==> config.mk <==
export PLATFORM = sky130hd
export DESIGN_NAME = rv32zhinx_issue
export DESIGN_NICKNAME = d
export VERILOG_FILES = /design/src/rtl/rv32zhinx_issue_pkg.sv /design/src/rtl/rv32zhinx_issue.sv
export SDC_FILE = /design/constraint.sdc
export NUM_CORES = 1
export LEC_CHECK = 0
export ABC_AREA = 1
export ABC_CLOCK_PERIOD_IN_PS = 5460
export BUFFER_PORTS_ARGS = -buffer_cell sky130_fd_sc_hd__clkbuf_2
export CORE_MARGIN = 2
export CORE_UTILIZATION = 25
export DETAILED_ROUTE_END_ITERATION = 10
export PLACE_DENSITY_LB_ADDON = 0.08
export SKIP_CTS_REPAIR_TIMING = 1
export SLEW_MARGIN = 20
export SYNTH_ARGS = -nofsm -noshare
export SYNTH_HDL_FRONTEND = slang
export SYNTH_SLANG_ARGS = --single-unit
export TNS_END_PERCENT = 20
==> constraint.sdc <==
create_clock -name CLK -period 5.46 [get_ports CLK]
set_clock_uncertainty 0.15 [all_clocks]
set_input_delay 1.092 -clock CLK [delete_from_list [all_inputs] [get_ports CLK]]
set_output_delay 1.092 -clock CLK [all_outputs]
set_load 0.05 [all_outputs]
==> src/rtl/rv32zhinx_issue_pkg.sv <==
// rv32zhinx_issue_pkg: shared types for the Zhinx FPU issue block.
//   WORD_W          - operand/result width (half values live in x-registers)
//   fpu_operation_t - operation code presented to the FPU unit
package rv32zhinx_issue_pkg;

  localparam int unsigned WORD_W = 32;

  typedef enum logic [2:0] {
    FPU_HALF_ADD  = 3'd0,
    FPU_HALF_SUB  = 3'd1,
    FPU_HALF_MUL  = 3'd2,
    FPU_HALF_DIV  = 3'd3,
    FPU_HALF_SQRT = 3'd4,
    FPU_HALF_MIN  = 3'd5,
    FPU_HALF_MAX  = 3'd6,
    FPU_HALF_CMP  = 3'd7
  } fpu_operation_t;

endpackage

==> src/rtl/rv32zhinx_issue.sv <==
// rv32zhinx_issue: queues FPU requests in a DEPTH-entry FIFO and issues them
// one at a time to a half-precision FPU, returning responses in request order.
//   CLK, RST                       - clock (rising edge), async active-high reset
//   req_valid/req_ready            - request handshake
//   req_op/req_a/req_b/req_tag     - request payload
//   fpu_start/fpu_operation/fpu_a/fpu_b - drive to FPU (held for the whole op)
//   fpu_done/fpu_out               - FPU completion and result
//   rsp_valid/rsp_ready            - response handshake
//   rsp_data/rsp_tag/rsp_err       - response payload
//   busy                           - FSM not idle or FIFO non-empty
// Optional feature: define RV32ZHINX_ISSUE_TIMEOUT_EN to enable a watchdog that
// ends a stalled FPU operation after TIMEOUT_CYCLES with rsp_err=1, rsp_data=0.
module rv32zhinx_issue
  import rv32zhinx_issue_pkg::*;
#(
  parameter int unsigned DEPTH          = 4,
  parameter int unsigned TAG_W          = 5,
  parameter int unsigned TIMEOUT_CYCLES = 16
) (
  input  logic                 CLK,
  input  logic                 RST,
  input  logic                 req_valid,
  output logic                 req_ready,
  input  fpu_operation_t       req_op,
  input  logic [WORD_W-1:0]    req_a,
  input  logic [WORD_W-1:0]    req_b,
  input  logic [TAG_W-1:0]     req_tag,
  output logic                 fpu_start,
  output fpu_operation_t       fpu_operation,
  output logic [WORD_W-1:0]    fpu_a,
  output logic [WORD_W-1:0]    fpu_b,
  input  logic                 fpu_done,
  input  logic [WORD_W-1:0]    fpu_out,
  output logic                 rsp_valid,
  input  logic                 rsp_ready,
  output logic [WORD_W-1:0]    rsp_data,
  output logic [TAG_W-1:0]     rsp_tag,
  output logic                 rsp_err,
  output logic                 busy
);

  localparam int unsigned PTR_W = $clog2(DEPTH);
  localparam int unsigned CNT_W = $clog2(DEPTH + 1);

  if (DEPTH < 2 || (DEPTH & (DEPTH - 1)) != 0) begin : g_depth_chk
    $error("DEPTH must be a power of two >= 2");
  end
  if (TIMEOUT_CYCLES < 1) begin : g_tmo_chk
    $error("TIMEOUT_CYCLES must be >= 1");
  end

  typedef enum logic [1:0] {IDLE, BUSY, RESP} state_t;
  state_t state;

  fpu_operation_t     fifo_op  [DEPTH];
  logic [WORD_W-1:0]  fifo_a   [DEPTH];
  logic [WORD_W-1:0]  fifo_b   [DEPTH];
  logic [TAG_W-1:0]   fifo_tag [DEPTH];
  logic [PTR_W-1:0]   wr_ptr, rd_ptr;
  logic [CNT_W-1:0]   count;

  fpu_operation_t     hold_op;
  logic [WORD_W-1:0]  hold_a, hold_b;
  logic [TAG_W-1:0]   hold_tag;

  logic full, empty, push, pop;

  assign full      = (count == CNT_W'(DEPTH));
  assign empty     = (count == '0);
  assign req_ready = !full;
  // Ready depends only on the current count, so a same-cycle pop never frees a slot.
  assign push      = req_valid && !full;
  // The head leaves the FIFO when the FSM moves into BUSY: from IDLE, or
  // straight out of RESP on the response handshake.
  assign pop       = !empty && ((state == IDLE) || ((state == RESP) && rsp_ready));

  assign fpu_start     = (state == BUSY);
  assign rsp_valid     = (state == RESP);
  assign fpu_operation = hold_op;
  assign fpu_a         = hold_a;
  assign fpu_b         = hold_b;
  assign busy          = (state != IDLE) || !empty;

  always_ff @(posedge CLK) begin
    if (push) begin
      fifo_op[wr_ptr]  <= req_op;
      fifo_a[wr_ptr]   <= req_a;
      fifo_b[wr_ptr]   <= req_b;
      fifo_tag[wr_ptr] <= req_tag;
    end
  end

  always_ff @(posedge CLK or posedge RST) begin
    if (RST) begin
      wr_ptr <= '0;
      rd_ptr <= '0;
      count  <= '0;
    end else begin
      if (push) wr_ptr <= wr_ptr + PTR_W'(1);
      if (pop)  rd_ptr <= rd_ptr + PTR_W'(1);
      unique case ({push, pop})
        2'b10:   count <= count + CNT_W'(1);
        2'b01:   count <= count - CNT_W'(1);
        default: ;
      endcase
    end
  end

`ifdef RV32ZHINX_ISSUE_TIMEOUT_EN
  localparam int unsigned TMO_W = $clog2(TIMEOUT_CYCLES + 1);
  logic [TMO_W-1:0] tmo_cnt;
`else
  assign rsp_err = 1'b0;
`endif

  always_ff @(posedge CLK or posedge RST) begin
    if (RST) begin
      state    <= IDLE;
      hold_op  <= FPU_HALF_ADD;
      hold_a   <= '0;
      hold_b   <= '0;
      hold_tag <= '0;
      rsp_data <= '0;
      rsp_tag  <= '0;
`ifdef RV32ZHINX_ISSUE_TIMEOUT_EN
      rsp_err  <= 1'b0;
      tmo_cnt  <= '0;
`endif
    end else begin
      if (pop) begin
        hold_op  <= fifo_op[rd_ptr];
        hold_a   <= fifo_a[rd_ptr];
        hold_b   <= fifo_b[rd_ptr];
        hold_tag <= fifo_tag[rd_ptr];
`ifdef RV32ZHINX_ISSUE_TIMEOUT_EN
        tmo_cnt  <= '0;
`endif
      end
      case (state)
        IDLE: if (!empty) state <= BUSY;
        BUSY: begin
          if (fpu_done) begin
            rsp_data <= fpu_out;
            rsp_tag  <= hold_tag;
`ifdef RV32ZHINX_ISSUE_TIMEOUT_EN
            rsp_err  <= 1'b0;
`endif
            state    <= RESP;
          end
`ifdef RV32ZHINX_ISSUE_TIMEOUT_EN
          // This edge closes the TIMEOUT_CYCLES-th BUSY cycle without done.
          else if (tmo_cnt == TMO_W'(TIMEOUT_CYCLES - 1)) begin
            rsp_data <= '0;
            rsp_tag  <= hold_tag;
            rsp_err  <= 1'b1;
            state    <= RESP;
          end else begin
            tmo_cnt <= tmo_cnt + TMO_W'(1);
          end
`endif
        end
        RESP: if (rsp_ready) state <= empty ? IDLE : BUSY;
        default: state <= IDLE;
      endcase
    end
  end

endmodule

==> parameters.txt <==
Parameter                              Value

Placement
  Placed wire-length estimate after detailed placement ... between 20 and 30 mm
  Worst setup slack before clock tree synthesis ... around 2.1 ns
  Port Buffer Count ... 216
  RePlAce Congestion ... around 0.7
  Number of placed instances with taps included ... 2688

Yosys
  Mean post-synth cell area ... roughly 10 µm²
  Sequential share of the synthesized area ... between 60% and 70%
  Post-synthesis register bit count ... 406
  Synthesized Nets ... ~1.8k
  Mapped cell area ... between 15000 and 20000 µm²
  Number of library cell types mapped by synthesis ... 21
  Cell taking the most area after synthesis ... sky130_fd_sc_hd__edfxtp_1
  Area share of the largest cell type after synthesis ... 51.71%
  Syn. warnings ... 0
  Largest cells by area after synthesis ... sky130_fd_sc_hd__edfxtp_1 (52%), sky130_fd_sc_hd__dfrtp_1 (18%), sky130_fd_sc_hd__nand2_1 (15%), sky130_fd_sc_hd__inv_1 (6.8%), sky130_fd_sc_hd__nand3_1 (5.6%)
  Count of mapped cells out of synthesis ... approximately 1.7k

Detailed routing
  ANT nets after route ... 0
  Total detailed-routing wirelength ... roughly 46 mm
  Number of detailed-route iterations in the first pass ... 5
  Routed length on met2 ... ~21 mm
  DRC violations left ... 0
  Avg Vias per Cell ... around 4.0
  Highest metal layer with signal wires ... met5
  Count of routing violations after the opening detailed-route iteration ... around 570
  Total number of vias ... roughly 11k
  Post-route met1 wirelength ... 21.43 mm
  Met3 wire len ... approximately 2 mm
  Average routed wire per standard cell ... approximately 16 µm

Timing
  Final setup margin ... 2.491 ns
  Setup repair after global routing missed its margin ... no
  Slew @ Worst Pin ... between 1 and 1.5 ns
  Sum of negative setup slack ... 0 ns
  Relative max-transition margin ... about a third
  Final critical delay including setup and external delays ... about 3 ns
  Total setup violations reported at the end of the flow ... 0
  Number of hold violations in the final report ... 0
  Maximum clock frequency ... 336.8 MHz
  Final number of max-transition violations ... 0
  Final worst-path cycle share ... a little over half

Global route
  First-pass GRT wire length ... just over 70 mm
  Via count of the first global-routing pass ... 11.28k
  Antenna violations before repair ... 2
  Global-route usage over all layers ... between 10% and 20%
  Final global-route overflow total ... 0
  Largest net degree at the start of global routing ... 93

Worst setup path
  Category of the worst setup path launch point ... flop
  Data required time of the worst path ... between 4 and 5 ns
  Worst Setup End Kind ... output port
  Data arrival time of the critical path ... ~1.7 ns
  Setup slack on the worst flop-to-flop path ... 2.70 ns
  Worst R2R Path Depth ... 5
  Crit-path max FO ... 3
  Startpoint-to-endpoint class of the critical path ... flop to output port

Clock tree
  Maximum count of clock buffers along a single path ... 3
  Reg clk slew, reported paths ... about 0.060 ns
  Number of clock sinks seen by CTS ... 406
  Cts bufs inserted ... 50
  Clock latency of the later-clocked register in the worst-skew pair ... around 0.59 ns
  Clock Root Buffer ... sky130_fd_sc_hd__clkbuf_16
  CTS tree ... yes
  Htree depth ... 2

Layout
  Number of inserted filler cells in the final layout ... between 6k and 7k
  Relative area change from synthesis to final layout ... 21.76%
  Count of placed standard cells in the final layout, fillers left out ... approximately 2.8k
  Net count, final ... 1991
  Fraction of layout cells with a size suffix above 1 ... around 17%
  Commonest cells after routing, fill and taps aside ... sky130_fd_sc_hd__nand2_1 (665), sky130_fd_sc_hd__inv_1 (302), sky130_fd_sc_hd__edfxtp_1 (288), sky130_fd_sc_hd__clkbuf_2 (216), sky130_fd_sc_hd__nand3_1 (186)
  Most common cell after layout, fill and taps aside ... sky130_fd_sc_hd__nand2_1
  Final antenna diode count ... 0

Worst hold path
  Worst Hold Class ... flop to flop
  Worst hold path stage count ... 2

Flow run
  Number of maximum-capacitance constraint violations ... 0

Floorplan
  Core region area ... 65980 µm²
  Top-level port count ... approximately 220
  Area of the die ... 68990 µm²
  Horizontal die dimension ... 262.7 µm
  Row Count ... 94
  Initial Utilization ... around a quarter
  Die Ht ... 262.7 µm

Run status
  Status ... finished, final reports clean

Power and ir drop
  Static leakage ... 9.818 nW
  Power density relative to cell area ... between 600 and 700 nW/µm²
  Maximum vdd drop ... around 0.35 mV
flip-flops by register name, summed over array words and instances (netlist names):
signal,cells
fifo_a,128
fifo_b,128
fpu_a,32
fpu_b,32
rsp_data,32
fifo_tag,20
fifo_op,12
hold_tag,5
rsp_tag,5
count,3
fpu_operation,3
rd_ptr,2
state,2
wr_ptr,2
final cells by class:
cell class	instances	area (µm²)	area share, %
timing repair buffer	237	1251	6.144
inverter	307	1164	5.714
tap	864	1081	5.308
clock inverter	31	271.5	1.333
clock buffer	63	1340	6.580
sequential	406	11610	57.00
multi-input combinational	874	3649	17.92
routing by layer:
metal / global-route usage [%] / vias up
met5: 0 / -
met4: 3.945 / 4
met3: 2.671 / 56
met2: 21.64 / 208
met1: 17.67 / 5309
li1: - / 5587
report_power, final:
part           total, mW  switching (mW)  internal [mW]
logic               4.92            3.78           1.14
clock network       3.27            1.34           1.93
registers           4.67           0.439           4.23
cell usage after synthesis:
cell,number
sky130_fd_sc_hd__a21oi_1,1
sky130_fd_sc_hd__dfrtp_1,118
sky130_fd_sc_hd__o31ai_1,1
sky130_fd_sc_hd__buf_4,8
sky130_fd_sc_hd__xor2_1,3
sky130_fd_sc_hd__nand2_1,666
sky130_fd_sc_hd__inv_2,4
sky130_fd_sc_hd__o21ai_1,1
sky130_fd_sc_hd__buf_2,43
sky130_fd_sc_hd__buf_1,5
sky130_fd_sc_hd__clkbuf_1,19
sky130_fd_sc_hd__o21ai_0,1
sky130_fd_sc_hd__nand3_1,186
sky130_fd_sc_hd__conb_1,1
sky130_fd_sc_hd__xnor2_1,1
sky130_fd_sc_hd__nor2_2,2
sky130_fd_sc_hd__inv_1,303
sky130_fd_sc_hd__fa_1,1
sky130_fd_sc_hd__edfxtp_1,288
sky130_fd_sc_hd__nor2_1,5
sky130_fd_sc_hd__ha_1,5
cells by family after synthesis:
group | share of synthesized area (%)
AND/OR/NAND/NOR | 20.70
flip-flops | 69.36
buffers and inverters | 9.075
adder cells (fa/ha/maj) | 0.4938
AO/OA/AOI/OAI | 0.1346
XOR/XNOR | 0.2095
other | 0.02242
metrics by stage:
| stage | cell area [µm²] | power, mW | utilization, % | hold slack, ns |
|---|---|---|---|---|
| CTS | 20360 | 13.18 | 30.86 | 0.3227 |
| finish | 20360 | 12.85 | 30.86 | 0.3211 |
| global route | 20360 | 13.80 | 30.86 | 0.3382 |
| detailed placement | 18750 | 9.822 | 28.42 | 0.3076 |
| floorplan | 16720 | 8.278 | - | 0.2995 |
| global placement | 18750 | 9.813 | 28.42 | 0.3015 |
final timing paths:
kind	start	endpoint
setup / recovery	count[0]$_DFFE_PP0P_	busy
hold / removal	rsp_data[26]$_DFFE_PP0P_	rsp_data[26]$_DFFE_PP0P_
setup reg to reg	count[0]$_DFFE_PP0P_	fifo_b[1][29]$_DFFE_PP_
hold reg to reg	rsp_data[26]$_DFFE_PP0P_	rsp_data[26]$_DFFE_PP0P_
max in group asynchronous	RST	fpu_b[27]$_DFFE_PP0P_
min in group asynchronous	RST	fpu_a[28]$_DFFE_PP0P_
critical path, cell delays in order, from the launching register on:
cell and delay, ns:
sky130_fd_sc_hd__dfrtp_1 0.43, sky130_fd_sc_hd__inv_1 0.09, sky130_fd_sc_hd__nand3_1 0.14, sky130_fd_sc_hd__inv_1 0.14, sky130_fd_sc_hd__nand3_1 0.09, sky130_fd_sc_hd__clkbuf_2 0.26
Power figures use the tool's default switching activity.
